## config.mk

```make
export PLATFORM = sky130hd
export DESIGN_NAME = micro_sequencer
export DESIGN_NICKNAME = d
export VERILOG_FILES = /design/src/rtl/micro_seq_defs_pkg.sv /design/src/rtl/micro_store.sv /design/src/rtl/micro_sequencer.sv
export SDC_FILE = /design/constraint.sdc
export NUM_CORES = 2
export LEC_CHECK = 0
export BUFFER_PORTS_ARGS = -buffer_cell sky130_fd_sc_hd__buf_2
export CAP_MARGIN = 20
export CORE_MARGIN = 4
export CORE_UTILIZATION = 65
export CTS_CLUSTER_DIAMETER = 80
export DETAILED_ROUTE_END_ITERATION = 12
export PLACE_DENSITY = 0.82
export SLEW_MARGIN = 20
export SYNTH_ARGS = -nofsm -noshare
export SYNTH_HDL_FRONTEND = slang
export SYNTH_SLANG_ARGS = --single-unit
```

## constraint.sdc

```tcl
create_clock -name clock -period 6.2 [get_ports clock]
set_input_delay 0.31 -clock clock [delete_from_list [all_inputs] [get_ports clock]]
set_output_delay 0.31 -clock clock [all_outputs]
set_load 0.1 [all_outputs]
```

## src/rtl/micro_seq_defs_pkg.sv

```systemverilog
// rtl/micro_seq_defs_pkg.sv - microword layout, condition codes and sequencer states
package micro_seq_defs;

    localparam int OP_LSB   = 0;
    localparam int OP_W     = 8;
    localparam int C_LSB    = 8;
    localparam int C_W      = 9;
    localparam int B_LSB    = 17;
    localparam int B_W      = 4;
    localparam int COND_LSB = 21;
    localparam int COND_W   = 3;
    localparam int TGT_LSB  = 24;

    typedef enum logic [1:0] {
        ST_IDLE  = 2'd0,
        ST_FETCH = 2'd1,
        ST_EXEC  = 2'd2
    } state_t;

    typedef enum logic [2:0] {
        COND_SEQ  = 3'd0,
        COND_JMP  = 3'd1,
        COND_JN   = 3'd2,
        COND_JZ   = 3'd3,
        COND_JNN  = 3'd4,
        COND_JNZ  = 3'd5,
        COND_HALT = 3'd6,
        COND_RSVD = 3'd7
    } cond_t;

    // HALT and the reserved code never branch; HALT is handled by the FSM
    function automatic logic branch_taken(input cond_t cond, input logic n, input logic z);
        case (cond)
            COND_JMP: branch_taken = 1'b1;
            COND_JN:  branch_taken = n;
            COND_JZ:  branch_taken = z;
            COND_JNN: branch_taken = ~n;
            COND_JNZ: branch_taken = ~z;
            default:  branch_taken = 1'b0;
        endcase
    endfunction

endpackage

```

## src/rtl/micro_store.sv

```systemverilog
// rtl/micro_store.sv - writable control store, synchronous write, asynchronous read
module micro_store #(
    parameter int ADDR_W = 6,
    parameter int MW     = 30
) (
    input  logic              clock,
    input  logic              we,
    input  logic [ADDR_W-1:0] waddr,
    input  logic [MW-1:0]     wdata,
    input  logic [ADDR_W-1:0] raddr,
    output logic [MW-1:0]     rdata
);

    logic [MW-1:0] mem [2**ADDR_W];

    always_ff @(posedge clock) begin
        if (we) begin
            mem[waddr] <= wdata;
        end
    end

    assign rdata = mem[raddr];

endmodule

```

## src/rtl/micro_sequencer.sv

```systemverilog
// rtl/micro_sequencer.sv - microprogrammed controller for the ALU/shifter datapath
module micro_sequencer
    import micro_seq_defs::*;
#(
    parameter int ADDR_W = 6
) (
    input  logic                 clock,
    input  logic                 reset,
    input  logic                 start,
    input  logic [ADDR_W-1:0]    start_addr,
    input  logic                 prog_we,
    input  logic [ADDR_W-1:0]    prog_addr,
    input  logic [24+ADDR_W-1:0] prog_data,
    input  logic                 n,
    input  logic                 z,
    output logic [7:0]           alu_shifter_opcode,
    output logic [8:0]           c_select,
    output logic [3:0]           b_select,
    output logic                 busy,
    output logic                 done,
    output logic [ADDR_W-1:0]    upc,
    output logic [15:0]          uop_count
);

    localparam int MW = 24 + ADDR_W;

    state_t            state, state_n;
    cond_t             cond_r, cond_n;
    logic [ADDR_W-1:0] tgt_r, tgt_n;
    logic [ADDR_W-1:0] upc_n;
    logic [7:0]        op_n;
    logic [8:0]        c_n;
    logic [3:0]        b_n;
    logic [15:0]       cnt_n;
    logic              done_n;
    logic [MW-1:0]     word;

    // Writes are locked out while running so the program never changes under itself
    micro_store #(.ADDR_W(ADDR_W), .MW(MW)) u_store (
        .clock (clock),
        .we    (prog_we && (state == ST_IDLE)),
        .waddr (prog_addr),
        .wdata (prog_data),
        .raddr (upc),
        .rdata (word)
    );

    always_comb begin
        state_n = state;
        cond_n  = cond_r;
        tgt_n   = tgt_r;
        upc_n   = upc;
        op_n    = '0;
        c_n     = '0;
        b_n     = '0;
        cnt_n   = uop_count;
        done_n  = 1'b0;
        case (state)
            ST_IDLE: begin
                if (start) begin
                    upc_n   = start_addr;
                    cnt_n   = '0;
                    state_n = ST_FETCH;
                end
            end
            ST_FETCH: begin
                op_n    = word[OP_LSB +: OP_W];
                c_n     = word[C_LSB +: C_W];
                b_n     = word[B_LSB +: B_W];
                cond_n  = cond_t'(word[COND_LSB +: COND_W]);
                tgt_n   = word[TGT_LSB +: ADDR_W];
                state_n = ST_EXEC;
            end
            ST_EXEC: begin
                if (uop_count != 16'hFFFF) begin
                    cnt_n = uop_count + 16'd1;
                end
                if (cond_r == COND_HALT) begin
                    done_n  = 1'b1;
                    state_n = ST_IDLE;
                end else begin
                    upc_n   = branch_taken(cond_r, n, z) ? tgt_r : ADDR_W'(upc + 1'b1);
                    state_n = ST_FETCH;
                end
            end
            default: state_n = ST_IDLE;
        endcase
    end

    always_ff @(posedge clock) begin
        if (reset) begin
            state              <= ST_IDLE;
            cond_r             <= COND_SEQ;
            tgt_r              <= '0;
            upc                <= '0;
            alu_shifter_opcode <= '0;
            c_select           <= '0;
            b_select           <= '0;
            uop_count          <= '0;
            done               <= 1'b0;
        end else begin
            state              <= state_n;
            cond_r             <= cond_n;
            tgt_r              <= tgt_n;
            upc                <= upc_n;
            alu_shifter_opcode <= op_n;
            c_select           <= c_n;
            b_select           <= b_n;
            uop_count          <= cnt_n;
            done               <= done_n;
        end
    end

    assign busy = (state != ST_IDLE);

endmodule

```

==> results.md <==
- CP arrival: 4.29 ns
- Post-DP HPWL: 101000 microns
- Crit path max fanout: 17
- Initial antenna violation count: 9
- Cell chain of the critical path: nor2_1 -> nand2_1 -> nor2_1 -> nand3_1 -> nor2_4 -> buf_4
- Final Hold Viols: 0
- Critical path buffer and inverter count: 1
- Critical path depth in cells: 6
- Period utilization: 62.2%
- Post-route ant nets: 0
- Global-route wire length before repair: 288000 microns
- Worst r2r dst: u_store.mem[27][27]
- Wirelength, routed: 202000 microns
- Post-DR vias/cell: 7.41
- Clock Power Share: 40.5%
- Ys async rst share: 0%
- Later-pin clock latency in the skew report: 0.80 ns
- Wire length on met1: 67000 microns
- Port Buffers: 92
- Core area: 115000 sq um
- Max VDD drop: 0.362 mV
- Syn avg cell area: 22.1 sq um
- Worst EP required: 6.64 ns
- Reg2reg path depth: 6
- DR iter-0 viols: 6473
- Most frequent cells in the layout: edfxtp_1 (1920), mux4_2 (460), clkbuf_16 (187)
- Initial Utilization: 65.6%
- Gr usage total: 33.8%
- Max-Cap Viols: 0
- Synth Warn #: 0
- Most frequent CP cell: nor2_1
- Htree depth: 4
- Via count: 39200
- Fin nets: 3661
- Final WS setup: 2.34 ns
- Synth top area share: 76.7%
- Hold_buf cts: 10
- Post-CTS resize count: 0
- Int Power: 21.9 mW
- CTS sink cnt: 1981
- Max_slew headroom: 22.8%
- CTS Buf Count: 185
- CP endpoint: u_store.mem[27][27]
- Reg clk slew, reported paths: 0.07 ns
- Mapped Area: 75200 sq um
- Critical path launch point type: flop
- Worst hold path class: primary input to flop
- CP peak stage delay: 1.01 ns
- Vias in the first global route: 39600
- Setup TNS: 0 ns
- P&R area growth vs syn: 12.2%
- Net switching power: 6.25 mW
- Leakage Power: 26.0 nW
- Mapped Nets: 3455
- Detailed Routing Iterations Pass 1: 6
- Sw Share: 22.2%
- Die Wd: 348 microns
- Area contributors post-synth: edfxtp_1 (77%), mux4_2 (14%), dfxtp_1 (1.6%)
- Period minus WS final: 3.86 ns
- Routed WL per cell: 38.2 microns
- R2R Setup Slk: 2.34 ns
- Max layer used: met5
- CTS tree: built
- IO Pins: 93
- Status: complete, no violations
- GR Overflow Total: 0
- Largest net degree at the start of global routing: 111
- Final setup vio count: 0
- Power Total: 28.1 mW
- Delay-heaviest family, CP: simple AND/OR/NAND/NOR gates
- Post-synthesis sequential area ratio: 78.3%
- Max stage delay cell, worst path: nor2_4
- RSZ-0062 raised after global routing: false
- Post-route DRC violation count: 0
- Clk root buf: clkbuf_16
- Part of the power in registers: 52.7%
- Number of synthesized flops with an enable pin: 1920
- Least-Margin Pin Slew: 1.16 ns
- Layout cells sized above 1: 27.2%
- Cell row count: 124
- Top_reg_cell synth: edfxtp_1
- CTS max path bufs: 3
- GPL Wtd Cong: 0.822
- Achievable frequency: 259 MHz
- Syn Inst Count: 3405
- Number of synthesized register bits: 1981
- Pwr/cell area: 333 nW/um^2
- Critical path class: flop to flop
- Commonest non-fill, non-tap cell in the layout: edfxtp_1
- Die height: 348 microns
- Post-CTS setup buffer count: 0
- Beginning of the critical path: state[0]
- Routed wl met3: 27500 microns
- Comb power frac: 6.8%
- Slew Viols, Final: 0
- Die ar.: 121000 sq um
- Setup crit end kind: flop
- Pre-CTS WS: 2.54 ns
- Clock skew: 0.0293 ns
- Area leader, netlist: edfxtp_1
- DR WL met2: 96900 microns
- Distinct cells, synth: 56
- Worst R2R Start: state[0]
-- worst register-to-register path, cell delays in order (launching register included) --
cell,delay (ns)
dfxtp_1,0.38
nor2_1,0.29
nand2_1,0.09
nor2_1,0.45
nand3_1,0.78
nor2_4,1.02
buf_4,0.48
-- metal layers --
metal  GRT usage (%)  vias up
li1                -    14800
met1            46.0    20200
met2            52.5     3585
met3            9.16      618
met4            15.3        6
met5               0        -
-- area by class of cell --
| type | count | area (sq um) |
|---|---|---|
| timing repair buffer | 207 | 1610 |
| inverter | 15 | 56.3 |
| clock inverter | 109 | 1120 |
| multi-input combinational | 1221 | 15900 |
| sequential | 1981 | 58900 |
| clock buffer | 234 | 4930 |
| fill | 5837 | 30300 |
| antenna | 9 | 22.5 |
| tap | 1512 | 1890 |
-- logic make-up after synthesis --
| family | share of synthesized area, % |
|---|---|
| DFF | 78.3 |
| muxes | 15.1 |
| AOI/OAI and AO/OA | 3.17 |
| and+or+nand+nor | 1.99 |
| buffers and inverters | 1.28 |
| xor gates and xnor gates | 0.163 |
| adders and majority gates | 0.0333 |
-- registers in the layout, indices dropped and copies added, names as in the netlist, named ones only --
register	count
u_store.mem	1920
uop_count	16
c_select	9
alu_shifter_opcode	8
tgt_r	6
upc	6
b_select	4
cond_r	3
state	2
done	1
-- power groups by stage --
stage	clock, mW	combinational (mW)	sequential [mW]
finish	11.4	1.91	14.8
global route	12.1	2.00	14.8
CTS	11.5	1.87	14.8
detailed placement	0	1.83	15.1
global placement	0	1.77	15.1
floorplan	0	1.17	15.1
-- per-stage QoR --
stage | std cells | util, % | hold WS, ns | instance area (sq um)
3_3_place_gp | 4920 | 68.1 | 0.472 | 78000
6_report | 5288 | 73.6 | 0.0528 | 84400
2_1_floorplan | 3405 | - | 0.409 | 75200
3_5_place_dp | 4922 | 68.1 | 0.491 | 78100
5_1_grt | 5280 | 73.6 | 0.0668 | 84400
4_1_cts | 5275 | 73.5 | 0.0630 | 84200
-- how the worst min path moves through the flow --
stage                  startpoint                   to  slack [ns]  cells after the start
floorplan            prog_data[0]    u_store.mem[0][0]        0.41                      0
global placement    uop_count[15]        uop_count[15]        0.47                      2
detailed placement  uop_count[15]        uop_count[15]        0.49                      2
CTS                 prog_data[25]  u_store.mem[16][25]        0.06                      1
global route         prog_data[5]   u_store.mem[57][5]        0.07                      1
finish               prog_data[1]   u_store.mem[29][1]        0.05                      1
-- synth_stat cells, drive strengths merged (32+ instances only) --
cell type,count
edfxtp,1920
mux4,460
nor2,116
clkbuf,97
a22oi,96
buf,91
mux2i,84
nand2,70
dfxtp,61
a21oi,56
a211oi,52
o21ai,32
Power figures use the tool's default switching activity.
